$ cat config.mk
export PLATFORM = sky130hd
export DESIGN_NAME = uart_rx_cfg
export DESIGN_NICKNAME = d
export VERILOG_FILES = /design/src/rtl/uart_rx_cfg.sv
export SDC_FILE = /design/constraint.sdc
export NUM_CORES = 1
export LEC_CHECK = 0
export BUFFER_PORTS_ARGS = -buffer_cell sky130_fd_sc_hd__buf_4
export CAP_MARGIN = 15
export CORE_ASPECT_RATIO = 2
export CORE_MARGIN = 4
export CORE_UTILIZATION = 60
export DETAILED_ROUTE_END_ITERATION = 8
export PLACE_DENSITY_LB_ADDON = 0.1
export SKIP_CTS_REPAIR_TIMING = 1
export SLEW_MARGIN = 5
export SYNTH_ARGS = -nofsm -noshare
export SYNTH_HDL_FRONTEND = slang
export SYNTH_SLANG_ARGS = --single-unit
$ cat constraint.sdc
create_clock -name clk -period 3.9 [get_ports clk]
set_input_delay 0.195 -clock clk [delete_from_list [all_inputs] [get_ports clk]]
set_output_delay 0.195 -clock clk [all_outputs]
set_load 0.01 [all_outputs]
$ cat src/rtl/uart_rx_cfg.sv
// Configurable UART receiver: baud divisor, data width and optional parity,
// with false-start rejection and parity / framing / overrun status.
module uart_rx_cfg #(
   parameter int BAUD_DIV   = 2604,
   parameter int DATA_BITS  = 8,
   parameter int PARITY_EN  = 0,
   parameter int PARITY_ODD = 0
) (
   input  logic                 clk,
   input  logic                 rst_n,
   input  logic                 RX,
   input  logic                 clr_rdy,
   output logic                 rdy,
   output logic [DATA_BITS-1:0] rx_data,
   output logic                 parity_err,
   output logic                 frame_err,
   output logic                 overrun
);

   localparam int CW = $clog2(BAUD_DIV);
   localparam int BW = $clog2(DATA_BITS + 1);
   localparam logic [CW-1:0] HALF_LOAD = CW'(BAUD_DIV / 2 - 1);
   localparam logic [CW-1:0] FULL_LOAD = CW'(BAUD_DIV - 1);
   localparam logic [CW-1:0] CNT_ONE   = CW'(1);
   localparam logic [BW-1:0] BIT_ONE   = BW'(1);
   localparam logic [BW-1:0] LAST_BIT  = BW'(DATA_BITS - 1);

   typedef enum logic [2:0] {
      S_IDLE   = 3'd0,
      S_START  = 3'd1,
      S_DATA   = 3'd2,
      S_PARITY = 3'd3,
      S_STOP   = 3'd4
   } state_t;

   state_t                state_q, state_d;
   logic                  rx_s1_q, rx_s2_q, rx_s3_q;
   logic [CW-1:0]         baud_cnt_q, baud_cnt_d;
   logic [BW-1:0]         bit_cnt_q, bit_cnt_d;
   logic [DATA_BITS-1:0]  shift_q, shift_d;
   logic                  par_bit_q, par_bit_d;
   logic                  rdy_q, rdy_d;
   logic [DATA_BITS-1:0]  rx_data_q, rx_data_d;
   logic                  parity_err_q, parity_err_d;
   logic                  frame_err_q, frame_err_d;
   logic                  overrun_q, overrun_d;
   logic                  fall_s;
   logic                  sample_s;

   // Error when the data bits plus received parity bit do not XOR to the selected sense.
   function automatic logic calc_parity_err(input logic [DATA_BITS-1:0] d, input logic p);
      return (^{d, p}) != PARITY_ODD[0];
   endfunction

   assign fall_s   = rx_s3_q & ~rx_s2_q;
   assign sample_s = (state_q != S_IDLE) && (baud_cnt_q == {CW{1'b0}});

   // Next-state, counter and status computation.
   always_comb begin
      state_d      = state_q;
      bit_cnt_d    = bit_cnt_q;
      shift_d      = shift_q;
      par_bit_d    = par_bit_q;
      rx_data_d    = rx_data_q;
      parity_err_d = parity_err_q;
      frame_err_d  = frame_err_q;
      if (clr_rdy) begin
         rdy_d     = 1'b0;
         overrun_d = 1'b0;
      end else begin
         rdy_d     = rdy_q;
         overrun_d = overrun_q;
      end
      if (state_q == S_IDLE) begin
         baud_cnt_d = baud_cnt_q;
      end else if (sample_s) begin
         baud_cnt_d = FULL_LOAD;
      end else begin
         baud_cnt_d = baud_cnt_q - CNT_ONE;
      end
      case (state_q)
         S_IDLE: begin
            if (fall_s) begin
               state_d    = S_START;
               baud_cnt_d = HALF_LOAD;
            end else begin
               state_d = S_IDLE;
            end
         end
         S_START: begin
            if (sample_s && rx_s2_q) begin
               state_d = S_IDLE;
            end else if (sample_s) begin
               bit_cnt_d = {BW{1'b0}};
               state_d   = S_DATA;
            end else begin
               state_d = S_START;
            end
         end
         S_DATA: begin
            if (sample_s) begin
               shift_d   = {rx_s2_q, shift_q[DATA_BITS-1:1]};
               bit_cnt_d = bit_cnt_q + BIT_ONE;
               if (bit_cnt_q == LAST_BIT) begin
                  state_d = (PARITY_EN != 0) ? S_PARITY : S_STOP;
               end else begin
                  state_d = S_DATA;
               end
            end else begin
               state_d = S_DATA;
            end
         end
         S_PARITY: begin
            if (sample_s) begin
               par_bit_d = rx_s2_q;
               state_d   = S_STOP;
            end else begin
               state_d = S_PARITY;
            end
         end
         S_STOP: begin
            // Leave at mid-stop so a back-to-back start edge is not missed.
            if (sample_s) begin
               state_d      = S_IDLE;
               rx_data_d    = shift_q;
               frame_err_d  = ~rx_s2_q;
               parity_err_d = (PARITY_EN != 0) ? calc_parity_err(shift_q, par_bit_q) : 1'b0;
               rdy_d        = 1'b1;
               overrun_d    = rdy_q & ~clr_rdy;
            end else begin
               state_d = S_STOP;
            end
         end
         default: begin
            state_d = S_IDLE;
         end
      endcase
   end

   // State, synchroniser and output registers with synchronous active-low reset.
   always_ff @(posedge clk) begin
      if (!rst_n) begin
         state_q      <= S_IDLE;
         rx_s1_q      <= 1'b1;
         rx_s2_q      <= 1'b1;
         rx_s3_q      <= 1'b1;
         baud_cnt_q   <= {CW{1'b0}};
         bit_cnt_q    <= {BW{1'b0}};
         shift_q      <= {DATA_BITS{1'b0}};
         par_bit_q    <= 1'b0;
         rdy_q        <= 1'b0;
         rx_data_q    <= {DATA_BITS{1'b0}};
         parity_err_q <= 1'b0;
         frame_err_q  <= 1'b0;
         overrun_q    <= 1'b0;
      end else begin
         state_q      <= state_d;
         rx_s1_q      <= RX;
         rx_s2_q      <= rx_s1_q;
         rx_s3_q      <= rx_s2_q;
         baud_cnt_q   <= baud_cnt_d;
         bit_cnt_q    <= bit_cnt_d;
         shift_q      <= shift_d;
         par_bit_q    <= par_bit_d;
         rdy_q        <= rdy_d;
         rx_data_q    <= rx_data_d;
         parity_err_q <= parity_err_d;
         frame_err_q  <= frame_err_d;
         overrun_q    <= overrun_d;
      end
   end

   assign rdy        = rdy_q;
   assign rx_data    = rx_data_q;
   assign parity_err = parity_err_q;
   assign frame_err  = frame_err_q;
   assign overrun    = overrun_q;

endmodule

==> reports/metrics.yaml <==
global_routing:
  grt_usage_pct: 24.2
  grt_pass1_vias: 1593
  grt_overflow: 0
  grt_max_degree: 26
  antenna_found_initial: 0
  grt_pass1_wl_um: 7090
flow_run:
  cap_violations: 0
logic_synthesis:
  ys_top_cells_by_area: "dfxtp_1 46%, a21oi_1 7.8%, nand2_1 5.6%"
  yosysUniqueCellTypes: 42
  avgSynthCellArea_sq_um: 8.53
  syn_inst: 211
  async_flop_share_pct: 0
  seq_area_frac_synth_pct: 45.6
  synth_top_cell_area_share_pct: 45.6
  ys.flop_type: "dfxtp_1"
  yosysTopAreaCell: "dfxtp_1"
  ys_warn_count: 0
  ys_seq_elements: 41
  syn_area_sq_um: 1800
  synth_edf_count: 0
  syn_nets: 218
floorplanning:
  dieArea_sq_um: 3990
  io_pins: 16
  die_x_um: 46.7
  initial_core_util_pct: 64.2
  num_rows: 27
  die_y_um: 85.4
  core_area_sq_um: 2800
route:
  drt_first_pass_iters: 4
  drc_errors: 0
  wire_per_inst_um: 17.0
  antenna_left: 0
  drt_iter0_drc: 62
  viasPerCell: 6.33
  totalWireLength_um: 4230
  vias: 1577
pwr:
  power_frac_seq_pct: 47.5
  ir_worst_vdd_mv: 0.317
  p_sw_share_pct: 28.1
  combPwrFrac_pct: 16.3
  p_total_mw: 0.968
  intPower_mw: 0.697
  power.switching_mw: 0.272
  leakagePower_nw: 0.713
  power_density_nw_per_um2: 483
  pwr-share-clk_pct: 36.2
timing:
  rsz0062_at_grt: "no"
  fin_skew_ns: 0.00632
  maxSlewViolCount: 0
  fin_crit_sh_pct: 61.8
  setup_violations: 0
  tightest_slew_ns: 0.763
  hold_violations: 0
  period_minus_slack_ns: 2.41
  tns_ns: 0
  timing.fmax_mhz: 415
  slew-limit-headroom_pct: 49.1
critical_path:
  critPathSlowestCell: "or4_1"
  start_kind: "register"
  crit_path_end_kind: "register"
  crit_type: "register to register"
  r2r-end: "bit_cnt_q[3]$_SDFFE_PN0P_"
  reg2regPathDepth: 6
  crit_chain: "inv_1, ha_1, nor4b_2, nand4b_1, or4_1, o21ai_0"
  required_ns: 4.12
  regToRegSetupSlack_ns: 1.49
  max_stage_delay_ns: 0.66
  arrival_ns: 2.64
  cp_max_fo: 17
  reg2reg_from: "baud_cnt_q[0]$_SDFF_PN0_"
placed_design:
  dpl.hpwl_um: 3010
  io_buffers: 14
  place.gp.congestion: 0.937
clock_network:
  cts_tree: "built"
  cts_buffers: 5
  clk_path_buf_depth: 2
  cts.sinks: 41
  cts_max_level: 2
  clkLatencyLatePin_ns: 0.29
  path_clk_slew_ns: 0.08
  cts-root-buf: "clkbuf_8"
min_path:
  worstHoldStart: "clr_rdy"
  holdCritPathClass: "input port to register"
  hold_depth: 2
  min_to: "overrun$_SDFF_PN0_"
final_layout:
  area.growth.synth_to_final_pct: 11.3
  n_fill_cell: 225
  multi_input_area_sq_um: 913
  n_antenna_cell: 0
  drive_gt1_share_pct: 11.4
  nNetsFinal: 226
  seq_area_sq_um: 821
status:
  status: "finished clean"
cells in the mapped netlist (all sizes together), types with 3 or more instances:
cell type	count
dfxtp	41
xnor2	4
clkbuf	11
nand2b	3
nand2	27
nand3	12
nor4	5
a21oi	28
xor2	5
or3	3
nand4	6
o21ai	14
nor2b	3
ha	3
nor3	5
nor2	8
nor4b	3
inv	3
critical path, delay by kind of cell, from the launching register on:
kind	cells	cell delay [ns]
flops	1	0.34
fa+ha+maj	1	0.17
buf+inv	1	0.09
compound gates	1	0.07
simple gates	3	1.66
through the flow:
| step | hold WS, ns | instances | cell area [sq um] | worst slack (ns) | util [%] |
|---|---|---|---|---|---|
| 2_1_floorplan | 0.268 | 211 | 1800 | 2.16 | - |
| 3_3_place_gp | 0.374 | 241 | 1890 | 1.71 | 67.3 |
| 3_5_place_dp | 0.373 | 241 | 1890 | 1.57 | 67.3 |
| 4_1_cts | 0.0637 | 249 | 2000 | 1.54 | 71.4 |
| 5_1_grt | 0.0673 | 249 | 2000 | 1.31 | 71.4 |
| 6_report | 0.0737 | 249 | 2000 | 1.49 | 71.4 |
metal layers:
layer | up-vias | global-route usage [%] | routed length [um]
li1 | 770 | - | -
met3 | 20 | 5.94 | 111
met4 | 0 | 10.8 | 140
met1 | 748 | 23.3 | 1520
met2 | 39 | 44.5 | 2460
met5 | - | 0 | 0
state kept, by name (all words and copies together), names as in the netlist:
name and flops:
baud_cnt_q 12, rx_s3_q 1, rdy 1, state_q 3, rx_s2_q 1, rx_s1_q 1
overrun 1, frame_err 1, rx_data 8, bit_cnt_q 4, shift_q 8
power groups by stage:
stage / Combinational [mW] / Sequential, mW / Clock (mW)
after floorplan: 0.130 / 0.460 / 0
after global placement: 0.147 / 0.468 / 0
after detailed placement: 0.153 / 0.470 / 0
after CTS: 0.154 / 0.460 / 0.357
after global routing: 0.170 / 0.463 / 0.377
final: 0.158 / 0.460 / 0.350
cell families (layout without fill, tap and decap cells):
kind of cell	after synthesis	in the layout	synth area share, %
AO/OA/AOI/OAI	51	51	15.2
XOR/XNOR	9	9	4.38
adder cells (fa/ha/maj)	3	3	2.09
buffers and inverters	16	25	3.62
flip-flops	41	41	45.6
multiplexers	2	2	1.11
other	1	1	0.208
AND/OR/NAND/NOR	88	88	27.7
worst max path at each step:
stage                                         from                        end  cells after the start
after global routing      baud_cnt_q[0]$_SDFF_PN0_  bit_cnt_q[3]$_SDFFE_PN0P_                      6
after floorplan           baud_cnt_q[0]$_SDFF_PN0_      state_q[2]$_SDFF_PN0_                      6
after global placement    baud_cnt_q[0]$_SDFF_PN0_  bit_cnt_q[3]$_SDFFE_PN0P_                      6
after CTS                 baud_cnt_q[0]$_SDFF_PN0_  bit_cnt_q[3]$_SDFFE_PN0P_                      6
final                     baud_cnt_q[0]$_SDFF_PN0_  bit_cnt_q[3]$_SDFFE_PN0P_                      6
after detailed placement  baud_cnt_q[0]$_SDFF_PN0_  bit_cnt_q[3]$_SDFFE_PN0P_                      6
cell usage in the layout (no fill, tap or decap), drive strengths merged, types with 2 or more instances in the layout:
cell | Yosys | layout
a21oi | 28 | 28
a31oi | 2 | 2
buf | 2 | 14
clkbuf | 11 | 7
dfxtp | 41 | 41
ha | 3 | 3
inv | 3 | 3
mux2i | 2 | 2
nand2 | 27 | 27
nand2b | 3 | 3
nand3 | 12 | 12
nand4 | 6 | 6
nand4b | 2 | 2
nor2 | 8 | 8
nor2b | 3 | 3
nor3 | 5 | 5
nor4 | 5 | 5
nor4b | 3 | 3
o21ai | 14 | 14
o22ai | 2 | 2
or3 | 3 | 3
or4 | 2 | 2
or4b | 2 | 2
xnor2 | 4 | 4
xor2 | 5 | 5
layout make-up:
cell class	count	area share, %
clock buffer	7	4.31
clock inverter	1	1.50
inverter	3	0.562
multi-input combinational	154	45.6
sequential	41	41.0
tap	29	1.81
timing repair buffer	14	5.25
Power figures use the tool's default switching activity.
